==> config.mk <==
export PLATFORM = sky130hd
export DESIGN_NAME = relay_pattern_encode
export DESIGN_NICKNAME = d
export VERILOG_FILES = /design/src/rtl/relay_pattern_encode.sv
export SDC_FILE = /design/constraint.sdc
export NUM_CORES = 1
export LEC_CHECK = 0
export CAP_MARGIN = 20
export CORE_MARGIN = 4
export CORE_UTILIZATION = 54
export CTS_CLUSTER_DIAMETER = 50
export DETAILED_ROUTE_END_ITERATION = 7
export PLACE_DENSITY = 0.75
export SYNTH_ARGS = -nofsm -noshare
export SYNTH_HDL_FRONTEND = slang
export SYNTH_SLANG_ARGS = --single-unit
export TNS_END_PERCENT = 1
==> constraint.sdc <==
create_clock -name clk -period 3.2 [get_ports clk]
set_clock_uncertainty 0.2 [all_clocks]
set_input_delay 0.48 -clock clk [delete_from_list [all_inputs] [get_ports clk]]
set_output_delay 0.48 -clock clk [all_outputs]
set_load 0.005 [all_outputs]
==> src/rtl/relay_pattern_encode.sv <==
// Serial relay marker detector: shifts data_in into a WIDTH-bit window and emits a PULSE_LEN-cycle pulse
// on a PATTERN_A/PATTERN_B match. Latency 0 (outputs registered on the matching edge). No backpressure;
// enable only qualifies sampling. Define RELAY_ENC_MASK_EN to compare through MASK_A/MASK_B.
module relay_pattern_encode #(
    parameter int              WIDTH     = 32,
    parameter logic [WIDTH-1:0] PATTERN_A = 32'hFFFF0000,
    parameter logic [WIDTH-1:0] PATTERN_B = 32'hFFFFFFFF,
    parameter int              PULSE_LEN = 32,
    parameter int              CNT_W     = 8,
    parameter logic [WIDTH-1:0] MASK_A    = '1,
    parameter logic [WIDTH-1:0] MASK_B    = '1
) (
    input  logic             clk,
    input  logic             reset,
    input  logic             enable,
    input  logic             data_in,
    output logic             data_out,
    output logic             hit,
    output logic [1:0]       match_id,
    output logic [CNT_W-1:0] match_count
);

    localparam int CW = $clog2(PULSE_LEN + 1);
    localparam logic [CW-1:0] PULSE_LOAD = CW'(PULSE_LEN);

    typedef enum logic {IDLE, PULSE} state_t;

    // Only WIDTH-1 history bits are stored; the live bit completes the window.
    logic [WIDTH-2:0] sr_q, sr_d;
    logic [CW-1:0]    cnt_q, cnt_d;
    state_t           state_q, state_d;
    logic             data_out_q, data_out_d;
    logic             hit_q, hit_d;
    logic [1:0]       match_id_q, match_id_d;
    logic [CNT_W-1:0] match_count_q, match_count_d;

    logic [WIDTH-1:0] nxt;
    logic             cmp_a, cmp_b;
    logic             match_a, match_b;

    assign nxt = {sr_q, data_in};

`ifdef RELAY_ENC_MASK_EN
    assign cmp_a = (nxt & MASK_A) == (PATTERN_A & MASK_A);
    assign cmp_b = (nxt & MASK_B) == (PATTERN_B & MASK_B);
`else
    assign cmp_a = (nxt == PATTERN_A);
    assign cmp_b = (nxt == PATTERN_B);
    if ((MASK_A & MASK_B) == '0) begin : g_masks_unused
    end
`endif

    assign match_a = enable & cmp_a;
    assign match_b = enable & cmp_b & ~cmp_a;

    always_comb begin
        sr_d          = sr_q;
        cnt_d         = cnt_q;
        state_d       = state_q;
        data_out_d    = data_out_q;
        hit_d         = 1'b0;
        match_id_d    = match_id_q;
        match_count_d = match_count_q;

        if (enable) begin
            sr_d = nxt[WIDTH-2:0];
        end

        if (match_a || match_b) begin
            // Clearing the window forbids overlapping detections; a match also retriggers a live pulse.
            sr_d       = '0;
            cnt_d      = PULSE_LOAD;
            state_d    = PULSE;
            data_out_d = 1'b1;
            hit_d      = 1'b1;
            match_id_d = match_a ? 2'b01 : 2'b10;
            if (!(&match_count_q)) begin
                match_count_d = match_count_q + 1'b1;
            end
        end else if (state_q == PULSE) begin
            cnt_d = cnt_q - 1'b1;
            if (cnt_q == CW'(1)) begin
                state_d    = IDLE;
                data_out_d = 1'b0;
                match_id_d = 2'b00;
            end
        end
    end

    always_ff @(posedge clk) begin
        if (reset) begin
            sr_q          <= '0;
            cnt_q         <= '0;
            state_q       <= IDLE;
            data_out_q    <= 1'b0;
            hit_q         <= 1'b0;
            match_id_q    <= 2'b00;
            match_count_q <= '0;
        end else begin
            sr_q          <= sr_d;
            cnt_q         <= cnt_d;
            state_q       <= state_d;
            data_out_q    <= data_out_d;
            hit_q         <= hit_d;
            match_id_q    <= match_id_d;
            match_count_q <= match_count_d;
        end
    end

    assign data_out    = data_out_q;
    assign hit         = hit_q;
    assign match_id    = match_id_q;
    assign match_count = match_count_q;

endmodule

==> results by group <==
Run status
  – Status: finished clean

Synthesis
  – Cell variety after synth: 37
  – Largest family of logic cells by synthesized area: simple AND/OR/NAND/NOR gates
  – Synthesized area: 2040 um2
  – Async set-reset flop share out of synthesis: 0%
  – Multiplexer share of the synthesized area: 15.2%
  – Post-synthesis compound-gate area fraction: slightly below 6%
  – Syn Nets: approximately 220
  – Mapped Cells: between 200 and 250
  – Synth Area in Simple Gates: between 20% and 30%
  – Synth Warn #: 0
  – Top cells by area, synth: dfxtp_1, mux2i_1, nor2_1
  – Post-synth top area cell: dfxtp_1
  – XOR/XNOR Fraction of Synth Area: around 2.6%
  – Sequential-to-total area share from yosys stat: roughly half
  – Synth Area in Adders: 1.84%
  – Post-synth EDFFs: 0
  – Synth Register Bits: 50
  – Avg Cell Area, Syn: slightly below 10 um2
  – Yosys top cell area share: between 40% and 50%
  – Ys flop type: dfxtp_1

Clocking
  – Hold buffer count at CTS: 0
  – CTS tree: done
  – CTS Buffer Depth: 2
  – Clock Sinks: 50
  – Cts repair resizes: 0
  – CTS Buf Count: 5
  – Clock transition at path regs: around 0.090 ns
  – Clk root buf: clkbuf_8
  – CTS H-tree lvls: 2
  – Post-CTS setup buffers: 0
  – Clock latency on the worst-skew pair: approximately 0.29 ns

Floorplanning
  – Die height: 69.5 um
  – Die Area: between 4000 and 5000 um2
  – Die width: between 60 and 70 um
  – CORE AREA: about 3700 um2
  – Row Count: 22
  – Initial Util: between 50 and 60%
  – IO Count: 16

Route
  – Drt wl/cell: about 13 um
  – Average vias per placed instance: roughly 5.5
  – Initial detailed-routing violation count: 67
  – Post-DRT Antenna Nets: 0
  – First-pass iteration count of the detailed router: 4
  – Total wire length: 3560 um
  – Drt drc: 0
  – Via Count: between 1000 and 1500

Final layout
  – Post-layout util: a little under two thirds
  – Layout area overhead: 13.8%
  – Fin nets: 230
  – # diodes: 0
  – Share of layout cells above drive strength 1: 6.25%
  – Most frequent cells in the layout: dfxtp_1, nor2_1, mux2i_1
  – Most common cell after layout, fill and taps aside: dfxtp_1

Worst setup path
  – Critical Path RT: around 3.2 ns
  – CP max stage delay: slightly above 0.5 ns
  – CP arrival: between 2 and 2.5 ns
  – R2r worst-path depth: 5
  – Crit-path slowest cell: clkdlybuf4s50_1
  – Crit path kind: in2reg
  – CP Capture Type: flop
  – Worst-path fanout max: 13
  – Worst path depth: 6
  – Reg2Reg Setup Slack: around 1.0 ns
  – Setup crit start kind: input pin
  – CP bufs+invs: 1
  – Critical path, cell by cell: clkdlybuf4s50_1 -> nand4_1 -> nor4_4 -> o2111ai_2 -> or3_1 -> a21oi_1
  – CP delay by family, top: simple AND/OR/NAND/NOR gates

GRT
  – Vias in the first global route: roughly 1400
  – Largest net degree at the start of global routing: 38
  – First-pass GRT wire length: around 6000 um
  – Gr usage total: 15.2%
  – Antenna violations before repair: 0
  – Gr ovfl total: 0

Power and ir drop
  – Worst vdd ir: 0.312 mV
  – Internal power: 872 uW
  – Lkg Pwr: about 0.00091 uW
  – Power per Cell Area: approximately 470 nW/um2
  – Switching Share: about 20%
  – Net Switching: 212 uW
  – Seq pwr share: 57.6%
  – Clk pwr share: 39.0%
  – Combinational Power Share: about 3.4%

STA
  – Setup TNS: 0 ns
  – Unrepaired setup endpoints after global routing: no
  – Finish-stage setup viols: 0
  – FMAX: ~420 MHz
  – Final count of hold timing violations: 0
  – Max-slew headroom: about two thirds
  – Fin crit period: ~2.4 ns
  – Max-slew violations: 0
  – Worst Max-Slew Pin Slew: approximately 0.53 ns
  – Period utilisation layout: between 70% and 80%

Worst hold path
  – Min-Delay Path Class: reg2reg
  – Worst hold path depth: 2

Placed design
  – Placer congestion estimate: 0.828
  – DP HPWL: 2520 um
  – Port Buffer Count: 15

Job
  – Max cap viols: 0
[cells by family (layout without fill, tap and decap cells)]
group,after synthesis,after routing
compound gates,20,20
xor+xnor,6,6
fa+ha+maj,3,3
buf+inv,14,29
flops,50,50
mux,31,31
simple gates,85,85
[through the flow]
stage	worst slack [ns]	total power, uW	cells	instance area (um2)	hold WS [ns]
6_report	0.826	1080	272	2320	0.281
5_1_grt	0.677	1120	272	2320	0.306
4_1_cts	0.812	1100	272	2320	0.287
3_5_place_dp	0.506	676	264	2210	0.276
3_3_place_gp	0.605	675	264	2210	0.266
2_1_floorplan	1.21	669	209	2040	0.250
[state kept, by name, summed over array words and instances, names as in the netlist]
signal	cells
cnt_q	6
data_out	1
hit	1
match_count	8
match_id	2
sr_q	31
state_q	1
[layer usage]
metal,part of all wire (%),vias up,global-route usage (%)
li1,-,764,-
met1,48,706,18.6
met2,47,20,25.2
met3,3.2,5,4.78
met4,1.3,0,5.21
met5,0,-,0
[synth_stat cells, drive strengths merged, types with 4 or more instances]
master / number
nor4: 5
or3: 5
nand2: 6
nor2: 39
mux2i: 31
a21oi: 9
clkbuf: 4
inv: 4
dfxtp: 50
nand3: 7
buf: 6
o21ai: 6
nand4: 10
[worst reg2reg max path: stages (launching register included)]
cell       delay, ns
dfxtp_1         0.35
nor4_1          0.32
and4_1          0.33
o2111ai_2       0.30
or3_1           0.45
a21oi_1         0.14
[layout make-up]
class                   instances  area (um2)
inverters                       4        15.0
flip-flops and latches         50        1000
clock buffers                   7        76.3
fillers                       323        1340
multi-input cells             145         973
repair buffers                 17         165
clock inverters                 1        30.0
well taps                      48        60.1
[worst paths after layout]
check | start | to
worst max-delay path | data_in | match_count[4]
worst min-delay path | match_id[1] | match_id[1]
worst max register to register | sr_q[7] | match_count[4]
worst min register to register | match_id[1] | match_id[1]
[power groups by stage]
stage	logic, uW	registers (uW)	clock network (uW)
6_report	36.9	625	423
5_1_grt	39.7	625	453
4_1_cts	37.1	625	436
3_5_place_dp	37.0	639	0
3_3_place_gp	36.0	639	0
2_1_floorplan	29.6	639	0
Power figures use the tool's default switching activity.
